File: config.mk
export PLATFORM = sky130hd
export DESIGN_NAME = axi_burst_arbiter
export DESIGN_NICKNAME = d
export VERILOG_FILES = /design/src/rtl/axi_burst_arbiter.sv
export SDC_FILE = /design/constraint.sdc
export NUM_CORES = 1
export LEC_CHECK = 0
export CAP_MARGIN = 25
export CORE_AREA = 2 2 172 174
export DETAILED_ROUTE_END_ITERATION = 16
export DIE_AREA = 0 0 174 176
export DONT_BUFFER_PORTS = 1
export PLACE_DENSITY_LB_ADDON = 0.15
export SLEW_MARGIN = 0
export SYNTH_ARGS = -nofsm -noshare
export SYNTH_HDL_FRONTEND = slang
export SYNTH_SLANG_ARGS = --single-unit
File: constraint.sdc
create_clock -name ACLK -period 4.8 [get_ports ACLK]
set_input_delay 0.48 -clock ACLK [delete_from_list [all_inputs] [get_ports ACLK]]
set_output_delay 0.48 -clock ACLK [all_outputs]
set_load 0.01 [all_outputs]
File: src/rtl/axi_burst_arbiter.sv
// axi_burst_arbiter: shares one AXI master port of the DDR controller among
// 4 write and 4 read frame channels. A round-robin choice over the 8 requesters
// picks one burst at a time. The arbiter drives the AW or AR address phase for
// that burst and holds the grant until the B response or the RLAST beat. Only
// one burst is outstanding at any time.
//
// Optional feature macro: RD_PRIORITY_EN. When it is defined, any pending read
// request masks all writes from the round-robin search.
//
// Ports:
//   ACLK, ARESET             clock and synchronous active-high reset
//   wr_req/wr_addr/wr_len    per-channel write burst requests (ch n at slice n)
//   wr_ack/wr_done           1-cycle pulses on the AW handshake and on the B handshake
//   rd_req/rd_addr/rd_len    per-channel read burst requests
//   rd_ack/rd_done           1-cycle pulses on the AR handshake and on the RLAST beat
//   sel_ch/sel_wr/sel_valid  owner of the bus, used to steer the W/R data mux
//   M_AXI_*                  AXI address, B and R handshake signals (data paths not routed here)
module axi_burst_arbiter #(
    parameter int unsigned ADDR_BITS = 32
) (
    input  logic                   ACLK,
    input  logic                   ARESET,
    input  logic [3:0]             wr_req,
    input  logic [4*ADDR_BITS-1:0] wr_addr,
    input  logic [31:0]            wr_len,
    output logic [3:0]             wr_ack,
    output logic [3:0]             wr_done,
    input  logic [3:0]             rd_req,
    input  logic [4*ADDR_BITS-1:0] rd_addr,
    input  logic [31:0]            rd_len,
    output logic [3:0]             rd_ack,
    output logic [3:0]             rd_done,
    output logic [1:0]             sel_ch,
    output logic                   sel_wr,
    output logic                   sel_valid,
    output logic [ADDR_BITS-1:0]   M_AXI_AWADDR,
    output logic [7:0]             M_AXI_AWLEN,
    output logic                   M_AXI_AWVALID,
    input  logic                   M_AXI_AWREADY,
    input  logic                   M_AXI_BVALID,
    output logic                   M_AXI_BREADY,
    output logic [ADDR_BITS-1:0]   M_AXI_ARADDR,
    output logic [7:0]             M_AXI_ARLEN,
    output logic                   M_AXI_ARVALID,
    input  logic                   M_AXI_ARREADY,
    input  logic                   M_AXI_RVALID,
    input  logic                   M_AXI_RREADY,
    input  logic                   M_AXI_RLAST
);

    localparam int unsigned CH_NUM  = 4;
    localparam int unsigned REQ_NUM = 2 * CH_NUM;
    localparam int unsigned IDX_W   = 3;
    localparam int unsigned LEN_W   = 8;

    typedef enum logic [2:0] {
        IDLE    = 3'd0,
        WR_ADDR = 3'd1,
        WR_WAIT = 3'd2,
        RD_ADDR = 3'd3,
        RD_WAIT = 3'd4
    } state_t;

    state_t                 state;
    logic [IDX_W-1:0]       rr_ptr;

    logic [REQ_NUM-1:0]     req_c;
    logic [REQ_NUM-1:0]     cand_c;
    logic [IDX_W-1:0]       idx_c;
    logic [IDX_W-1:0]       win_c;
    logic                   win_valid_c;
    logic [ADDR_BITS-1:0]   addr_c;
    logic [LEN_W-1:0]       len_c;

    // Bits 0-3 are write channels 0-3; bits 4-7 are read channels 0-3.
    assign req_c = {rd_req, wr_req};

`ifdef RD_PRIORITY_EN
    // Any pending read removes all writes from the search.
    assign cand_c = (|rd_req) ? {rd_req, 4'b0000} : req_c;
`else
    assign cand_c = req_c;
`endif

    // Search starts at rr_ptr+1 and wraps 7->0. The last step (i=REQ_NUM) revisits rr_ptr.
    always_comb begin
        win_c       = '0;
        win_valid_c = 1'b0;
        idx_c       = '0;
        for (int i = 1; i <= REQ_NUM; i++) begin
            idx_c = rr_ptr + IDX_W'(i);
            if (!win_valid_c && cand_c[idx_c]) begin
                win_c       = idx_c;
                win_valid_c = 1'b1;
            end
        end
    end

    // Burst parameters of the winning requester
    always_comb begin
        addr_c = wr_addr[ADDR_BITS*win_c[1:0] +: ADDR_BITS];
        len_c  = wr_len[LEN_W*win_c[1:0] +: LEN_W];
        if (win_c[2]) begin
            addr_c = rd_addr[ADDR_BITS*win_c[1:0] +: ADDR_BITS];
            len_c  = rd_len[LEN_W*win_c[1:0] +: LEN_W];
        end
    end

    // Grant FSM; all outputs are registered
    always_ff @(posedge ACLK) begin
        if (ARESET) begin
            state         <= IDLE;
            rr_ptr        <= '0;
            wr_ack        <= '0;
            wr_done       <= '0;
            rd_ack        <= '0;
            rd_done       <= '0;
            sel_ch        <= '0;
            sel_wr        <= 1'b0;
            sel_valid     <= 1'b0;
            M_AXI_AWADDR  <= '0;
            M_AXI_AWLEN   <= '0;
            M_AXI_AWVALID <= 1'b0;
            M_AXI_BREADY  <= 1'b0;
            M_AXI_ARADDR  <= '0;
            M_AXI_ARLEN   <= '0;
            M_AXI_ARVALID <= 1'b0;
        end else begin
            wr_ack  <= '0;
            wr_done <= '0;
            rd_ack  <= '0;
            rd_done <= '0;
            case (state)
                IDLE: begin
                    if (win_valid_c) begin
                        rr_ptr    <= win_c;
                        sel_ch    <= win_c[1:0];
                        sel_wr    <= ~win_c[2];
                        sel_valid <= 1'b1;
                        if (win_c[2]) begin
                            M_AXI_ARADDR  <= addr_c;
                            M_AXI_ARLEN   <= len_c;
                            M_AXI_ARVALID <= 1'b1;
                            state         <= RD_ADDR;
                        end else begin
                            M_AXI_AWADDR  <= addr_c;
                            M_AXI_AWLEN   <= len_c;
                            M_AXI_AWVALID <= 1'b1;
                            state         <= WR_ADDR;
                        end
                    end
                end
                WR_ADDR: begin
                    if (M_AXI_AWREADY) begin
                        wr_ack[sel_ch] <= 1'b1;
                        M_AXI_AWVALID  <= 1'b0;
                        M_AXI_BREADY   <= 1'b1;
                        state          <= WR_WAIT;
                    end
                end
                WR_WAIT: begin
                    if (M_AXI_BVALID) begin
                        wr_done[sel_ch] <= 1'b1;
                        M_AXI_BREADY    <= 1'b0;
                        sel_valid       <= 1'b0;
                        state           <= IDLE;
                    end
                end
                RD_ADDR: begin
                    if (M_AXI_ARREADY) begin
                        rd_ack[sel_ch] <= 1'b1;
                        M_AXI_ARVALID  <= 1'b0;
                        state          <= RD_WAIT;
                    end
                end
                RD_WAIT: begin
                    // Only the last beat of the granted read ends the grant
                    if (M_AXI_RVALID && M_AXI_RREADY && M_AXI_RLAST) begin
                        rd_done[sel_ch] <= 1'b1;
                        sel_valid       <= 1'b0;
                        state           <= IDLE;
                    end
                end
                default: state <= IDLE;
            endcase
        end
    end

endmodule

==> flow_results.xml <==
<?xml version="1.0" encoding="UTF-8"?>
<metrics>
  <group name="synthesis">
    <metric name="largest_family_of_logic_cells_by_synthesized_area" unit="">simple AND/OR/NAND/NOR gates</metric>
    <metric name="yosys_synthesis_warning_count" unit="">0</metric>
    <metric name="yosys.area_share.xor_xnor" unit="%">0.3764</metric>
    <metric name="yosys.area.top_type_share" unit="%">32.22</metric>
    <metric name="synth_seq_cells" unit="">107</metric>
    <metric name="synth-simple-area-share" unit="%">30.70</metric>
    <metric name="post_synth_fa_ha_maj_area_fraction" unit="%">0.7529</metric>
    <metric name="synth_edf_count" unit="">0</metric>
    <metric name="synth-seq-area-share" unit="%">32.22</metric>
    <metric name="post_synth_main_area_contributors" unit="">dfxtp_1, nand2_1, a21oi_1</metric>
    <metric name="syn-cell-area" unit="sq um">6648</metric>
    <metric name="synth_ff_type" unit="">dfxtp_1</metric>
    <metric name="cell_count_after_synthesis" unit="">905</metric>
    <metric name="synth_compound_area_share" unit="%">22.89</metric>
    <metric name="yosysTopAreaCell" unit="">dfxtp_1</metric>
    <metric name="synthesis.area_per_instance" unit="sq um">7.345</metric>
    <metric name="postSynth.asyncResetShare" unit="%">0</metric>
    <metric name="mappedNetlistNets" unit="">1245</metric>
    <metric name="portion_of_netlist_area_occupied_by_mux_cells" unit="%">7.058</metric>
    <metric name="synthDistinctLibCells" unit="">56</metric>
  </group>
  <group name="power">
    <metric name="power.net_switching" unit="mW">4.118</metric>
    <metric name="ir_drop" unit="uV">591.1</metric>
    <metric name="clock_power_share" unit="%">10.2</metric>
    <metric name="power.density_cell_area" unit="nW/um^2">1033</metric>
    <metric name="leakagePower" unit="nW">3.020</metric>
    <metric name="power_switching_share" unit="%">54.57</metric>
    <metric name="power.sequential.fraction" unit="%">20.5</metric>
    <metric name="combinationalPowerShare" unit="%">69.3</metric>
    <metric name="internal_power" unit="mW">3.429</metric>
  </group>
  <group name="setup_path">
    <metric name="critical_path_required" unit="ns">5.06</metric>
    <metric name="crit_buf_inv" unit="">3</metric>
    <metric name="cp_max_fo" unit="">40</metric>
    <metric name="path_class" unit="">reg -&gt; reg</metric>
    <metric name="path_cells" unit="">clkinv_1 -&gt; buf_4 -&gt; ha_1 -&gt; mux2i_1 -&gt; mux2i_1 -&gt; o221ai_1 -&gt; nand2b_1 -&gt; or4_1 -&gt; nand4bb_2 -&gt; buf_4 -&gt; a21oi_1 -&gt; a211o_1</metric>
    <metric name="critPathLaunchType" unit="">flip-flop</metric>
    <metric name="critPathTopFamily" unit="">simple AND/OR/NAND/NOR gates</metric>
    <metric name="cell_type_of_the_slowest_stage_on_the_worst_timing_path" unit="">or4_1</metric>
    <metric name="critical_path.endpoint_type" unit="">flip-flop</metric>
    <metric name="timing.critical_path.slowest_cell_delay" unit="ns">0.70</metric>
    <metric name="crit_arrival" unit="ns">4.60</metric>
  </group>
  <group name="sta">
    <metric name="setup_ws" unit="ns">0.4566</metric>
    <metric name="worst-slew-pin-transition" unit="ns">0.7150</metric>
    <metric name="timing.final.setup_violations" unit="">0</metric>
    <metric name="finalHoldViolCount" unit="">0</metric>
    <metric name="report.final.slew_viol_count" unit="">0</metric>
    <metric name="maxSlewHeadroom" unit="%">52.22</metric>
    <metric name="fin_worst_skew" unit="ns">0.009970</metric>
    <metric name="clock.fmax" unit="MHz">230.2</metric>
    <metric name="rsz0062_at_grt" unit="">no</metric>
    <metric name="layout_worst_path_cycle_share" unit="%">90.49</metric>
    <metric name="time_the_final_worst_path_needs_with_i_o_delays_and_setup" unit="ns">4.343</metric>
    <metric name="final.setup.tns" unit="ns">0</metric>
  </group>
  <group name="grt">
    <metric name="wire_length_of_the_first_global_routing_pass" unit="microns">39540</metric>
    <metric name="grt_start_max_net_pins" unit="">76</metric>
    <metric name="globalRouteTotalUtil" unit="%">16.80</metric>
    <metric name="via_count_of_the_first_global_routing_pass" unit="">6495</metric>
    <metric name="initial_antenna_violation_count" unit="">2</metric>
    <metric name="total_congestion_overflow_after_global_routing" unit="">0</metric>
  </group>
  <group name="clocking">
    <metric name="htree_levels" unit="">3</metric>
    <metric name="tritoncts.num_buffers" unit="">9</metric>
    <metric name="cts-root-buf" unit="">clkbuf_16</metric>
    <metric name="clock_tree.buffer_depth" unit="">2</metric>
    <metric name="post_cts_hold_buffers" unit="">0</metric>
    <metric name="postCtsResizedCells" unit="">0</metric>
    <metric name="tritoncts" unit="">yes</metric>
    <metric name="numClockSinks" unit="">107</metric>
    <metric name="worst_skew_late_latency" unit="ns">0.37</metric>
    <metric name="postCtsSetupBuffers" unit="">0</metric>
    <metric name="cts.clk_slew.worst_paths" unit="ns">0.08</metric>
  </group>
  <group name="placement">
    <metric name="placement.setup.worst_slack" unit="ns">0.4394</metric>
    <metric name="post-dp-hpwl" unit="microns">20330</metric>
    <metric name="gp_congestion" unit="">0.8172</metric>
    <metric name="port_buffers" unit="">0</metric>
  </group>
  <group name="floorplan">
    <metric name="core_footprint" unit="sq um">28550</metric>
    <metric name="design.die.area" unit="sq um">30620</metric>
    <metric name="initial_core_util" unit="%">23.29</metric>
    <metric name="die_y" unit="microns">176</metric>
    <metric name="io_pins" unit="">439</metric>
    <metric name="rows" unit="">62</metric>
    <metric name="die_width" unit="microns">174</metric>
  </group>
  <group name="route">
    <metric name="route.vias.total" unit="">6507</metric>
    <metric name="detail_route.iter0.violations" unit="">451</metric>
    <metric name="route.final.wire_length" unit="microns">27340</metric>
    <metric name="wl_per_cell" unit="microns">21.91</metric>
    <metric name="drt_pre_antenna_iters" unit="">5</metric>
    <metric name="number_of_nets_still_failing_antenna_checks_after_routing" unit="">0</metric>
    <metric name="drc" unit="">0</metric>
    <metric name="number_of_vias_per_cell" unit="">5.214</metric>
  </group>
  <group name="run">
    <metric name="max-cap-violations" unit="">0</metric>
  </group>
  <group name="cells_and_area">
    <metric name="flow.area_growth_from_synthesis" unit="%">9.881</metric>
    <metric name="mostFrequentLayoutCells" unit="">nand2_1, dfxtp_1, a21oi_1</metric>
    <metric name="layout_cells_sized_above_1" unit="%">6.272</metric>
    <metric name="nNetsFinal" unit="">1196</metric>
    <metric name="most_frequent_standard_cell_in_the_layout_excluding_fill_and_tap_cells" unit="">nand2_1</metric>
    <metric name="num-fill-cells" unit="">3193</metric>
  </group>
  <group name="outcome">
    <metric name="outcome" unit="">complete, no violations</metric>
  </group>
  <group name="worst_hold_path">
    <metric name="hold_class" unit="">in -&gt; reg</metric>
  </group>
</metrics>
[path summary, 6_finish.rpt]
kind / startpoint / end / slack [ns] / depth (start not counted)
setup / recovery: rr_ptr[1]$_SDFFE_PP0P_ / M_AXI_AWADDR[28]$_SDFFE_PP0P_ / 0.46 / 12
hold / removal: ARESET / rr_ptr[1]$_SDFFE_PP0P_ / 0.17 / 1
setup reg to reg: rr_ptr[1]$_SDFFE_PP0P_ / M_AXI_AWADDR[28]$_SDFFE_PP0P_ / 0.46 / 12
hold reg to reg: M_AXI_ARADDR[10]$_SDFFE_PP0P_ / M_AXI_ARADDR[10]$_SDFFE_PP0P_ / 0.55 / 1
[layout make-up]
type                       instances  area (sq um)  share of cell area [%]
antenna                            3         7.507                  0.1028
clock buffer                       9         225.2                   3.083
multi-input combinational        713          4173                   57.13
timing repair buffer              17         190.2                   2.604
tap                              384         480.5                   6.578
inverter                           8         30.03                  0.4111
sequential                       107          2142                   29.33
clock inverter                     7         56.30                  0.7708
[layer usage]
layer / vias to the layer above / part of all wire (%) / GRT usage (%)
met3: 22 / 7.4 / 4.543
met4: 0 / 2.2 / 5.637
met5: - / 0 / 0
met2: 333 / 50 / 29.75
li1: 3098 / - / -
met1: 3054 / 41 / 19.63
[through the flow]
| stage | power [mW] | utilization (%) | hold slack [ns] | instances | cell area, sq um |
|---|---|---|---|---|---|
| 6_report | 7.547 | 25.59 | 0.1742 | 1248 | 7305 |
| 5_1_grt | 8.254 | 25.58 | 0.1519 | 1247 | 7302 |
| 4_1_cts | 7.704 | 25.56 | 0.1508 | 1245 | 7297 |
| 2_1_floorplan | 5.416 | - | 0.4987 | 905 | 6648 |
| 3_5_place_dp | 6.891 | 24.57 | 0.5257 | 1229 | 7015 |
| 3_3_place_gp | 6.915 | 24.57 | 0.5298 | 1229 | 7015 |
[cell families (layout without fill, tap and decap cells)]
family | Yosys count | after routing
xor gates and xnor gates | 2 | 2
muxes | 40 | 40
buffers and inverters | 85 | 41
adders and majority gates | 4 | 4
DFF | 107 | 107
AOI/OAI and AO/OA | 206 | 206
other | 0 | 3
and+or+nand+nor | 461 | 461
[Yosys cell counts (all sizes together), types with 6 or more instances]
master  instances
nand2         318
nor3            6
clkbuf         31
buf            46
a21oi          83
dfxtp         107
inv             6
a31oi           6
nor2           16
o221ai          7
a32o           40
a211o          37
mux2i          30
nand3          48
nor4            6
nand3b         40
and2           15
[state kept, by name, indices dropped and copies added (netlist names), 2 cells and up]
name	count
M_AXI_ARADDR	32
M_AXI_AWADDR	32
M_AXI_ARLEN	8
M_AXI_AWLEN	8
rd_ack	4
rd_done	4
wr_ack	4
wr_done	4
state	3
rr_ptr	2
[power by group through the flow]
stage | registers [mW] | logic (mW) | clock network, mW
2_1_floorplan | 1.45 | 3.97 | 0
3_3_place_gp | 1.59 | 5.33 | 0
3_5_place_dp | 1.58 | 5.31 | 0
4_1_cts | 1.56 | 5.35 | 0.801
5_1_grt | 1.59 | 5.84 | 0.830
6_report | 1.55 | 5.23 | 0.766
(Power assumes the default switching activity.)
